$ cat config.mk
export PLATFORM = sky130hd
export DESIGN_NAME = mdu_iter_flat
export DESIGN_NICKNAME = d
export VERILOG_FILES = /design/src/rtl/mdu_iter_if.sv /design/src/rtl/mdu_iter.sv /design/src/flat_wrapper.sv
export SDC_FILE = /design/constraint.sdc
export NUM_CORES = 1
export LEC_CHECK = 0
export CORE_MARGIN = 3
export CORE_UTILIZATION = 40
export CTS_CLUSTER_DIAMETER = 150
export DETAILED_ROUTE_END_ITERATION = 6
export GPL_TIMING_DRIVEN = 0
export PLACE_DENSITY = 0.58
export SLEW_MARGIN = 20
export SYNTH_ARGS = -nofsm -noshare
export SYNTH_HDL_FRONTEND = slang
export SYNTH_SLANG_ARGS = --single-unit
export TNS_END_PERCENT = 20
$ cat constraint.sdc
create_clock -name clk -period 3.6 [get_ports clk]
set_clock_uncertainty 0.1 [all_clocks]
set_input_delay 0.72 -clock clk [delete_from_list [all_inputs] [get_ports clk]]
set_output_delay 0.72 -clock clk [all_outputs]
set_load 0.05 [all_outputs]
$ cat src/rtl/mdu_iter_if.sv
// Start/busy/done handshake and operand/result bus between the EX stage and the
// iterative multiply/divide unit.
interface mdu_iter_if #(
  parameter int unsigned DATA_WIDTH = 32
);
  logic                  start;
  logic [2:0]            md_op;
  logic [DATA_WIDTH-1:0] a_in;
  logic [DATA_WIDTH-1:0] b_in;
  logic                  busy;
  logic                  done;
  logic                  div_by_zero;
  logic [DATA_WIDTH-1:0] hi_out;
  logic [DATA_WIDTH-1:0] lo_out;

  modport master (
    output start, md_op, a_in, b_in,
    input  busy, done, div_by_zero, hi_out, lo_out
  );

  modport slave (
    input  start, md_op, a_in, b_in,
    output busy, done, div_by_zero, hi_out, lo_out
  );
endinterface

$ cat src/rtl/mdu_iter.sv
// Iterative MIPS multiply/divide unit: shift-add MULT/MULTU, restoring DIV/DIVU,
// MTHI/MTLO into HI/LO. Define MDU_EARLY_OUT_EN to let MUL stop once the multiplier is exhausted.
module mdu_iter #(
  parameter int unsigned DATA_WIDTH = 32,
  parameter int unsigned CNT_WIDTH  = 6
) (
  input  logic       clk,
  input  logic       rst_n,
  mdu_iter_if.slave  bus
);
  localparam int unsigned W = DATA_WIDTH;

  typedef enum logic [1:0] {
    S_IDLE,
    S_MUL,
    S_DIV,
    S_FIN
  } state_e;

  state_e               state_q, state_d;
  logic [CNT_WIDTH-1:0] cnt_q, cnt_d;
  logic [2*W-1:0]       acc_q, acc_d;
  logic [W-1:0]         opnd_q, opnd_d;
  logic [W-1:0]         a_raw_q, a_raw_d;
  logic                 is_div_q, is_div_d;
  logic                 neg_res_q, neg_res_d;
  logic                 neg_rem_q, neg_rem_d;
  logic                 bzero_q, bzero_d;
  logic [W-1:0]         hi_q, hi_d;
  logic [W-1:0]         lo_q, lo_d;
  logic                 done_q, done_d;
  logic                 dbz_q, dbz_d;

  logic                 a_neg, b_neg;
  logic [W-1:0]         a_mag, b_mag;
  logic [W:0]           mul_sum;
  logic [2*W-1:0]       mul_step;
  logic [W:0]           div_diff;
  logic [2*W-1:0]       div_step;
  logic [2*W-1:0]       prod;
  logic [W-1:0]         quo, rem;
  logic                 last;
`ifdef MDU_EARLY_OUT_EN
  logic [W-1:0]         rem_mask;
  logic [CNT_WIDTH-1:0] shamt;
`endif

  always_comb begin
    // md_op[0] selects the signed variant for both mult and div
    a_neg = bus.md_op[0] & bus.a_in[W-1];
    b_neg = bus.md_op[0] & bus.b_in[W-1];
    a_mag = a_neg ? (~bus.a_in + 1'b1) : bus.a_in;
    b_mag = b_neg ? (~bus.b_in + 1'b1) : bus.b_in;

    mul_sum  = {1'b0, acc_q[2*W-1:W]} + (acc_q[0] ? {1'b0, opnd_q} : {(W+1){1'b0}});
    mul_step = {mul_sum, acc_q[W-1:1]};

    // acc = {partial remainder, dividend bits still to shift in / quotient bits so far}
    div_diff = acc_q[2*W-1:W-1] - {1'b0, opnd_q};
    div_step = div_diff[W] ? {acc_q[2*W-2:0], 1'b0}
                           : {div_diff[W-1:0], acc_q[W-2:0], 1'b1};

    prod = neg_res_q ? (~acc_q + 1'b1) : acc_q;
    quo  = neg_res_q ? (~acc_q[W-1:0] + 1'b1) : acc_q[W-1:0];
    rem  = neg_rem_q ? (~acc_q[2*W-1:W] + 1'b1) : acc_q[2*W-1:W];
    last = (cnt_q == CNT_WIDTH'(W-1));
  end

`ifdef MDU_EARLY_OUT_EN
  always_comb begin
    rem_mask = {W{1'b1}} >> (cnt_q + 1'b1);
    shamt    = CNT_WIDTH'(W-1) - cnt_q;
  end
`endif

  always_comb begin
    state_d   = state_q;
    cnt_d     = cnt_q;
    acc_d     = acc_q;
    opnd_d    = opnd_q;
    a_raw_d   = a_raw_q;
    is_div_d  = is_div_q;
    neg_res_d = neg_res_q;
    neg_rem_d = neg_rem_q;
    bzero_d   = bzero_q;
    hi_d      = hi_q;
    lo_d      = lo_q;
    done_d    = 1'b0;
    dbz_d     = dbz_q;

    unique case (state_q)
      S_IDLE: begin
        if (bus.start) begin
          dbz_d = 1'b0;
          cnt_d = '0;
          case (bus.md_op)
            3'b000, 3'b001: begin
              opnd_d    = a_mag;
              acc_d     = {{W{1'b0}}, b_mag};
              neg_res_d = a_neg ^ b_neg;
              neg_rem_d = 1'b0;
              is_div_d  = 1'b0;
              bzero_d   = 1'b0;
              state_d   = S_MUL;
            end
            3'b010, 3'b011: begin
              opnd_d    = b_mag;
              acc_d     = {{W{1'b0}}, a_mag};
              neg_res_d = a_neg ^ b_neg;
              neg_rem_d = a_neg;
              is_div_d  = 1'b1;
              bzero_d   = (bus.b_in == '0);
              a_raw_d   = bus.a_in;
              state_d   = S_DIV;
            end
            3'b100: begin
              hi_d   = bus.a_in;
              done_d = 1'b1;
            end
            3'b101: begin
              lo_d   = bus.a_in;
              done_d = 1'b1;
            end
            default: ;
          endcase
        end
      end
      S_MUL: begin
        acc_d = mul_step;
        cnt_d = cnt_q + 1'b1;
        if (last) begin
          state_d = S_FIN;
        end
`ifdef MDU_EARLY_OUT_EN
        // remaining steps would only shift, so collapse them into one shift
        else if ((mul_step[W-1:0] & rem_mask) == '0) begin
          acc_d   = mul_step >> shamt;
          state_d = S_FIN;
        end
`endif
      end
      S_DIV: begin
        acc_d = div_step;
        cnt_d = cnt_q + 1'b1;
        if (last) begin
          state_d = S_FIN;
        end
      end
      S_FIN: begin
        state_d = S_IDLE;
        cnt_d   = '0;
        done_d  = 1'b1;
        if (!is_div_q) begin
          {hi_d, lo_d} = prod;
        end else if (bzero_q) begin
          lo_d  = '1;
          hi_d  = a_raw_q;
          dbz_d = 1'b1;
        end else begin
          lo_d = quo;
          hi_d = rem;
        end
      end
      default: state_d = S_IDLE;
    endcase
  end

  always_ff @(posedge clk) begin
    if (!rst_n) begin
      state_q   <= S_IDLE;
      cnt_q     <= '0;
      acc_q     <= '0;
      opnd_q    <= '0;
      a_raw_q   <= '0;
      is_div_q  <= 1'b0;
      neg_res_q <= 1'b0;
      neg_rem_q <= 1'b0;
      bzero_q   <= 1'b0;
      hi_q      <= '0;
      lo_q      <= '0;
      done_q    <= 1'b0;
      dbz_q     <= 1'b0;
    end else begin
      state_q   <= state_d;
      cnt_q     <= cnt_d;
      acc_q     <= acc_d;
      opnd_q    <= opnd_d;
      a_raw_q   <= a_raw_d;
      is_div_q  <= is_div_d;
      neg_res_q <= neg_res_d;
      neg_rem_q <= neg_rem_d;
      bzero_q   <= bzero_d;
      hi_q      <= hi_d;
      lo_q      <= lo_d;
      done_q    <= done_d;
      dbz_q     <= dbz_d;
    end
  end

  assign bus.busy        = (state_q != S_IDLE);
  assign bus.done        = done_q;
  assign bus.div_by_zero = dbz_q;
  assign bus.hi_out      = hi_q;
  assign bus.lo_out      = lo_q;
endmodule

$ cat src/flat_wrapper.sv
// flat-port wrapper written by rule: the top's interface ports become plain ports
module mdu_iter_flat 
#(
  parameter int unsigned DATA_WIDTH = 32,
  parameter int unsigned CNT_WIDTH  = 6
)
  (clk, rst_n, bus_start, bus_md_op, bus_a_in, bus_b_in, bus_busy, bus_done, bus_div_by_zero, bus_hi_out, bus_lo_out);
  mdu_iter_if #(.DATA_WIDTH(DATA_WIDTH)) bus_i ();
  input  logic clk;
  input  logic rst_n;
  input wire logic [$bits(bus_i.start)-1:0] bus_start;
  input wire logic [$bits(bus_i.md_op)-1:0] bus_md_op;
  input wire logic [$bits(bus_i.a_in)-1:0] bus_a_in;
  input wire logic [$bits(bus_i.b_in)-1:0] bus_b_in;
  output wire logic [$bits(bus_i.busy)-1:0] bus_busy;
  output wire logic [$bits(bus_i.done)-1:0] bus_done;
  output wire logic [$bits(bus_i.div_by_zero)-1:0] bus_div_by_zero;
  output wire logic [$bits(bus_i.hi_out)-1:0] bus_hi_out;
  output wire logic [$bits(bus_i.lo_out)-1:0] bus_lo_out;
  assign bus_i.start = bus_start;
  assign bus_i.md_op = bus_md_op;
  assign bus_i.a_in = bus_a_in;
  assign bus_i.b_in = bus_b_in;
  assign bus_busy = bus_i.busy;
  assign bus_done = bus_i.done;
  assign bus_div_by_zero = bus_i.div_by_zero;
  assign bus_hi_out = bus_i.hi_out;
  assign bus_lo_out = bus_i.lo_out;
  mdu_iter #(.DATA_WIDTH(DATA_WIDTH), .CNT_WIDTH(CNT_WIDTH)) u_core (.clk(clk), .rst_n(rst_n), .bus(bus_i));
endmodule
==> results of run 1 <==
worst paths after layout:
path                          start                     to  slack [ns]  cells after the start
setup reg to reg  u_core.state_q[0]  u_core.bus.hi_out[18]       -0.16                      8
hold / removal     u_core.opnd_q[9]       u_core.opnd_q[9]        0.35                      2
hold reg to reg    u_core.opnd_q[9]       u_core.opnd_q[9]        0.35                      2
setup / recovery  u_core.state_q[0]  u_core.bus.hi_out[18]       -0.16                      8
state kept, by name, indices dropped and copies added, names as in the netlist, 2 cells and up:
signal,flops
u_core.opnd_q,32
u_core.acc_q,64
u_core.cnt_q,6
u_core.bus.hi_out,32
u_core.a_raw_q,32
u_core.state_q,2
u_core.bus.lo_out,32
cell type report:
class,count,area [µm²],share of cell area (%)
Multi-Input combinational cell,1886,12070,59.37
Sequential cell,206,4134,20.34
Timing Repair Buffer,141,1374,6.758
Buffer,189,788.3,3.878
Clock buffer,34,742.0,3.650
Tap cell,532,665.6,3.274
Clock inverter,16,281.5,1.385
Inverter,72,274.0,1.348
repair_timing:
item                                    in CTS  in global routing
resized for setup                           41                 51
buffers inserted                             5                 10
pin swaps                                    4                 10
hold buffers                                 0                  0
cloned                                       0                  0
endpoints found under the setup margin      59                 58
per-layer routing:
| metal | global-route usage, % | up-vias | part of all wire (%) |
|---|---|---|---|
| li1 | - | 8852 | - |
| met1 | 48.80 | 9250 | 42 |
| met2 | 55.30 | 1032 | 44 |
| met3 | 6.298 | 204 | 8.8 |
| met4 | 16.67 | 0 | 5.7 |
| met5 | 0 | - | 0 |
kinds of logic (layout without fill, tap and decap cells):
| logic type | Yosys count | count (layout) | share of synthesized area, % |
|---|---|---|---|
| adders and majority gates | 76 | 76 | 5.721 |
| buffers and inverters | 263 | 452 | 5.980 |
| AOI/OAI and AO/OA | 811 | 811 | 30.51 |
| and+or+nand+nor | 767 | 767 | 21.07 |
| muxes | 29 | 29 | 1.764 |
| DFF | 206 | 206 | 24.43 |
| xor gates and xnor gates | 203 | 203 | 10.53 |
worst reg2reg max path, cell delays in order (launching register included):
cell,delay (ns)
dfxtp_1,0.39
ha_1,0.23
clkbuf_1,0.59
nand2_1,0.17
o21ai_0,0.20
clkbuf_1,0.59
clkbuf_1,0.81
o211ai_1,0.38
a21oi_1,0.22
power breakdown:
part           internal [mW]  leakage [nW]  switching (mW)
logic                   1.76          5.36            3.77
registers               2.60          1.68           0.406
clock network           1.97         0.494            1.21
total                   6.32          7.53            5.39
synth_stat cells (all sizes together) (34+ instances only):
library cell / n / area [µm²]
nand2: 318 / 1194
dfxtp: 206 / 4124
o31ai: 43 / 327.8
nor3: 43 / 215.2
o221ai: 36 / 315.3
o211ai: 67 / 508.0
nand2b: 34 / 212.7
nor2: 186 / 698.2
nand3: 42 / 210.2
xor2: 82 / 718.2
a21oi: 266 / 1331
inv: 72 / 270.3
ha: 74 / 925.9
xnor2: 121 / 1060
o21ai: 186 / 930.9
clkbuf: 163 / 611.8
==> metrics.txt, run 1 <==
Clock transition at path regs=0.06 ns; Initial Utilization=40.89%; DP HPWL=65220 µm; crit start category=register; initial antenna violation count=1; status=complete, but fails checks; standard-cell rows=74; layout cells sized above 1=6.368%; total nets after synthesis=2501; worst path cell trace=ha_1 > clkbuf_1 > nand2_1 > o21ai_0 > clkbuf_1 > clkbuf_1 > o211ai_1 > a21oi_1; slowest CP cell=clkbuf_1; GRT Util Overall=35.85%; Synth Flop Type=dfxtp_1; htree depth=1; CP max FO=10; power density over the cells=576.1 nW/µm²; synthesized area=16880 µm²; nets=2669; setup ws final=-0.1627 ns; Rel. slew slack=27.60%; Via-to-Cell Ratio=6.287; Finished Layout Cells=3076; CORE AREA=41290 µm²; global route overflow=0; max-slew violations=0; final hold slack=0.3509 ns; Worst EP arrival=4.19 ns; I/O pins=137; Clock Latency Late Sink=0.61 ns; Synth-to-Final Area Change=20.40%; crit path kind=register to register; I/O Buffers=126; Finish-stage setup viols=3; min cycle time layout=3.763 ns; clock tree from TritonCTS=done; final wirelength=83500 µm; RSZ-0062 raised after global routing=true; Power Total=11.71 mW; P_leak=7.535 nW; most frequent cells in the layout=318 x nand2_1, 261 x a21oi_1, 202 x dfxtp_1; flops & latches, synth=206; drt pass-1 iters=7; Post-Place Cells=3013; CP required=4.03 ns; post-route cell area=20330 µm²; Layout fillers=4151; post-DR wirelength/cell=27.14 µm; crit-path max cell delay=0.80 ns; synth warn=0; Max Cap Violations=0; pre-CTS setup slack=-1.013 ns; via count of the routed design=19340; clk sinks=206; Die Y=211.5 µm; final cell utilization of the core=49.23%; total negative slack=-0.3612 ns; Hold WC Path Type=register to register; worst vdd ir=0.0005087 V; syn_area_per_cell=7.169 µm²; GP Congestion=1.031; drc violations=6; Slew @ Worst Pin=1.086 ns; die width=211.5 µm; largest net degree at the start of global routing=15; crit end category=register; endpoints failing hold=0; vias in the first global route=18200; f_max=265.8 MHz; Top delay family on crit path=buffers and inverters; period utilization=104.5%; Initial DRC Count=2069; violated checks=DRC, setup timing; most used cell, CP=clkbuf_1; Yosys cell types=82; Synth Instances=2355; Bufs and invs on worst path=3; DIE AREA=44710 µm²; EDFF count, synth=0; Num CTS Buffers=27; leading cell type in the layout, fill and taps excluded=nand2_1; clock root buffer=clkbuf_16; Post-DP Area=18810 µm²; antenna cell count=0; first-pass GRT wire length=120100 µm; Post-DRT Antenna Nets=0; CTS max path bufs=3; post-synthesis sequential area ratio=24.43%; Post-synth ARST share=0%
Power figures use the tool's default switching activity.
==> run 2: changes to the inputs <==
- REMOVE_ABC_BUFFERS: default -> 1
==> run 2 against run 1 <==
The flow now finishes without violations. Routed wire length is 23% lower. Final area is 1.3% lower. Clock power is 13% lower. Hold slack worse by 0.0036 ns. First-iteration DRC count is 24% lower. Critical path depth is 5 higher. Non-clock buffer count is 162 lower. Fmax is 6.2% higher. Combinational power is 8.1% lower. Total power is 6.7% lower. Critical endpoint is now u_core.acc_q[59].
==> metrics.txt, run 2 (synthesized netlist as in run 1, its figures left out) <==
crit start category=register; GRT Util Overall=27.69%; status=finished clean; Post-Place Cells=2851; crit-path max cell delay=0.45 ns; drc violations=0; Finished Layout Cells=2911; initial antenna violation count=0; final hold slack=0.3473 ns; CP required=3.94 ns; most frequent cells in the layout=313 x nand2_1, 260 x a21oi_1, 180 x nor2_1; reg2reg end=u_core.acc_q[59]; Num CTS Buffers=26; f_max=282.3 MHz; endpoints failing hold=0; Initial Utilization=40.89%; Hold WC Path Type=register to register; DP HPWL=46250 µm; drt pass-1 iters=5; worst vdd ir=0.0004893 V; layout cells sized above 1=8.449%; standard-cell rows=74; reg-to-reg critical path startpoint=u_core.acc_q[0]; Worst EP arrival=3.88 ns; Post-DRT Antenna Nets=0; I/O pins=137; clk sinks=206; Hold Crit Depth=2; CP max FO=7; Rel. slew slack=36.27%; P_leak=7.416 nW; FF-to-FF path depth=13; via count of the routed design=17810; crit path kind=register to register; hold path start=u_core.a_raw_q[10]; slowest CP cell=dfxtp_4; final wirelength=64070 µm; die width=211.5 µm; largest net degree at the start of global routing=95; clock root buffer=clkbuf_16; R2R Setup Slk=0.06 ns; Finish-stage setup viols=0; power density over the cells=544.6 nW/µm²; vias in the first global route=16900; GP Congestion=0.9745; nets=2507; Max Cap Violations=0; I/O Buffers=136; htree depth=1; Clock Latency Late Sink=0.56 ns; CTS max path bufs=3; post-DR wirelength/cell=22.01 µm; leading cell type in the layout, fill and taps excluded=nand2_1; CORE AREA=41290 µm²; global route overflow=0; Synth-to-Final Area Change=18.88%; clock tree from TritonCTS=done; Via-to-Cell Ratio=6.120; max-slew violations=0; first-pass GRT wire length=98640 µm; Layout fillers=4096; DIE AREA=44710 µm²; Hold Path End=u_core.a_raw_q[10]; antenna cell count=0; Top reg by flops=u_core.acc_q; Initial DRC Count=1565; RSZ-0062 raised after global routing=true; crit end category=register; worst path cell trace=and2_1 > ha_1 > inv_1 > fa_1 > nand2b_1 > a21oi_2 > o41ai_4 > and2_4 > o31ai_2 > a311o_1 > a311oi_2 > xnor2_1 > a221o_1; Clock transition at path regs=0.06 ns; cts hold-fix bufs=0; max reg flops=64; period utilization=98.38%; Slew @ Worst Pin=0.9559 ns; Die Y=211.5 µm; min cycle time layout=3.542 ns
run 2: changes by cell type in the layout (fill, tap and decap cells not counted), sizes merged:
cell,before,now
clkbuf,194,35
inv,72,73
bufinv,7,4
clkdlybuf4s50,126,134
buf,44,34
clkinvlp,4,2
run 2: what timing repair did:
item | CTS | global route
buffers inserted | 7 | 6
setup endpoints to repair | 70 | 43
gates resized for setup | 47 | 56
hold endpoints to repair | 0 | 0
cloned | 1 | 0
pin swaps | 6 | 4
run 2: report_power, final:
group / switching, mW / internal [mW] / leakage (nW)
logic: 3.24 / 1.84 / 5.29
clock network: 1.10 / 1.68 / 0.434
registers: 0.473 / 2.60 / 1.69
run 2: worst max-delay path by stage:
stage | from | cells after the start | endpoint | slack [ns]
floorplan | u_core.state_q[0] | 6 | u_core.acc_q[54] | -1.00
global placement | rst_n | 6 | u_core.acc_q[54] | -6.66
detailed placement | u_core.acc_q[31] | 14 | u_core.acc_q[39] | -1.37
CTS | u_core.opnd_q[7] | 14 | u_core.acc_q[40] | 0.004
global route | u_core.acc_q[0] | 13 | u_core.acc_q[59] | -0.08
finish | u_core.acc_q[0] | 13 | u_core.acc_q[59] | 0.06
run 2: per-layer routing:
metal  global-route usage, %  share of wire [%]  vias to the layer above
li1                        -                  -                     8514
met1                   38.83                 45                     8450
met2                   44.82                 45                      720
met3                   2.964                6.8                      130
met4                   8.661                3.2                        0
met5                       0                  0                        -
run 2: critical path, delay by kind of cell, from the launching register on:
family | cells | cell delay (ns)
xor+xnor | 1 | 0.16
compound gates | 6 | 1.51
flops | 1 | 0.45
buf+inv | 1 | 0.07
fa+ha+maj | 2 | 0.58
simple gates | 3 | 0.55
run 2: cell type report:
cell class / count / area, µm² / area share [%]
Clock inverter: 11 / 170.2 / 0.8478
Clock buffer: 35 / 715.7 / 3.566
Timing Repair Buffer: 168 / 1871 / 9.319
Multi-Input combinational cell: 1886 / 12180 / 60.70
Tap cell: 532 / 665.6 / 3.316
Sequential cell: 206 / 4177 / 20.81
Timing Repair inverter: 1 / 7.507 / 0.03740
Inverter: 72 / 281.5 / 1.403
run 2: stage by stage:
step                utilization [%]  TNS (ns)  total power [mW]  area (µm²)  worst slack (ns)
floorplan                         -    -49.98             5.999       16140            -1.004
global placement              44.00   -802.56             7.544       18170            -6.659
detailed placement            45.21    -63.24             7.805       18670            -1.367
CTS                           47.98         0             10.79       19810          0.004325
global route                  48.61   -0.2510             11.52       20070          -0.08483
finish                        48.61         0             10.93       20070           0.05821
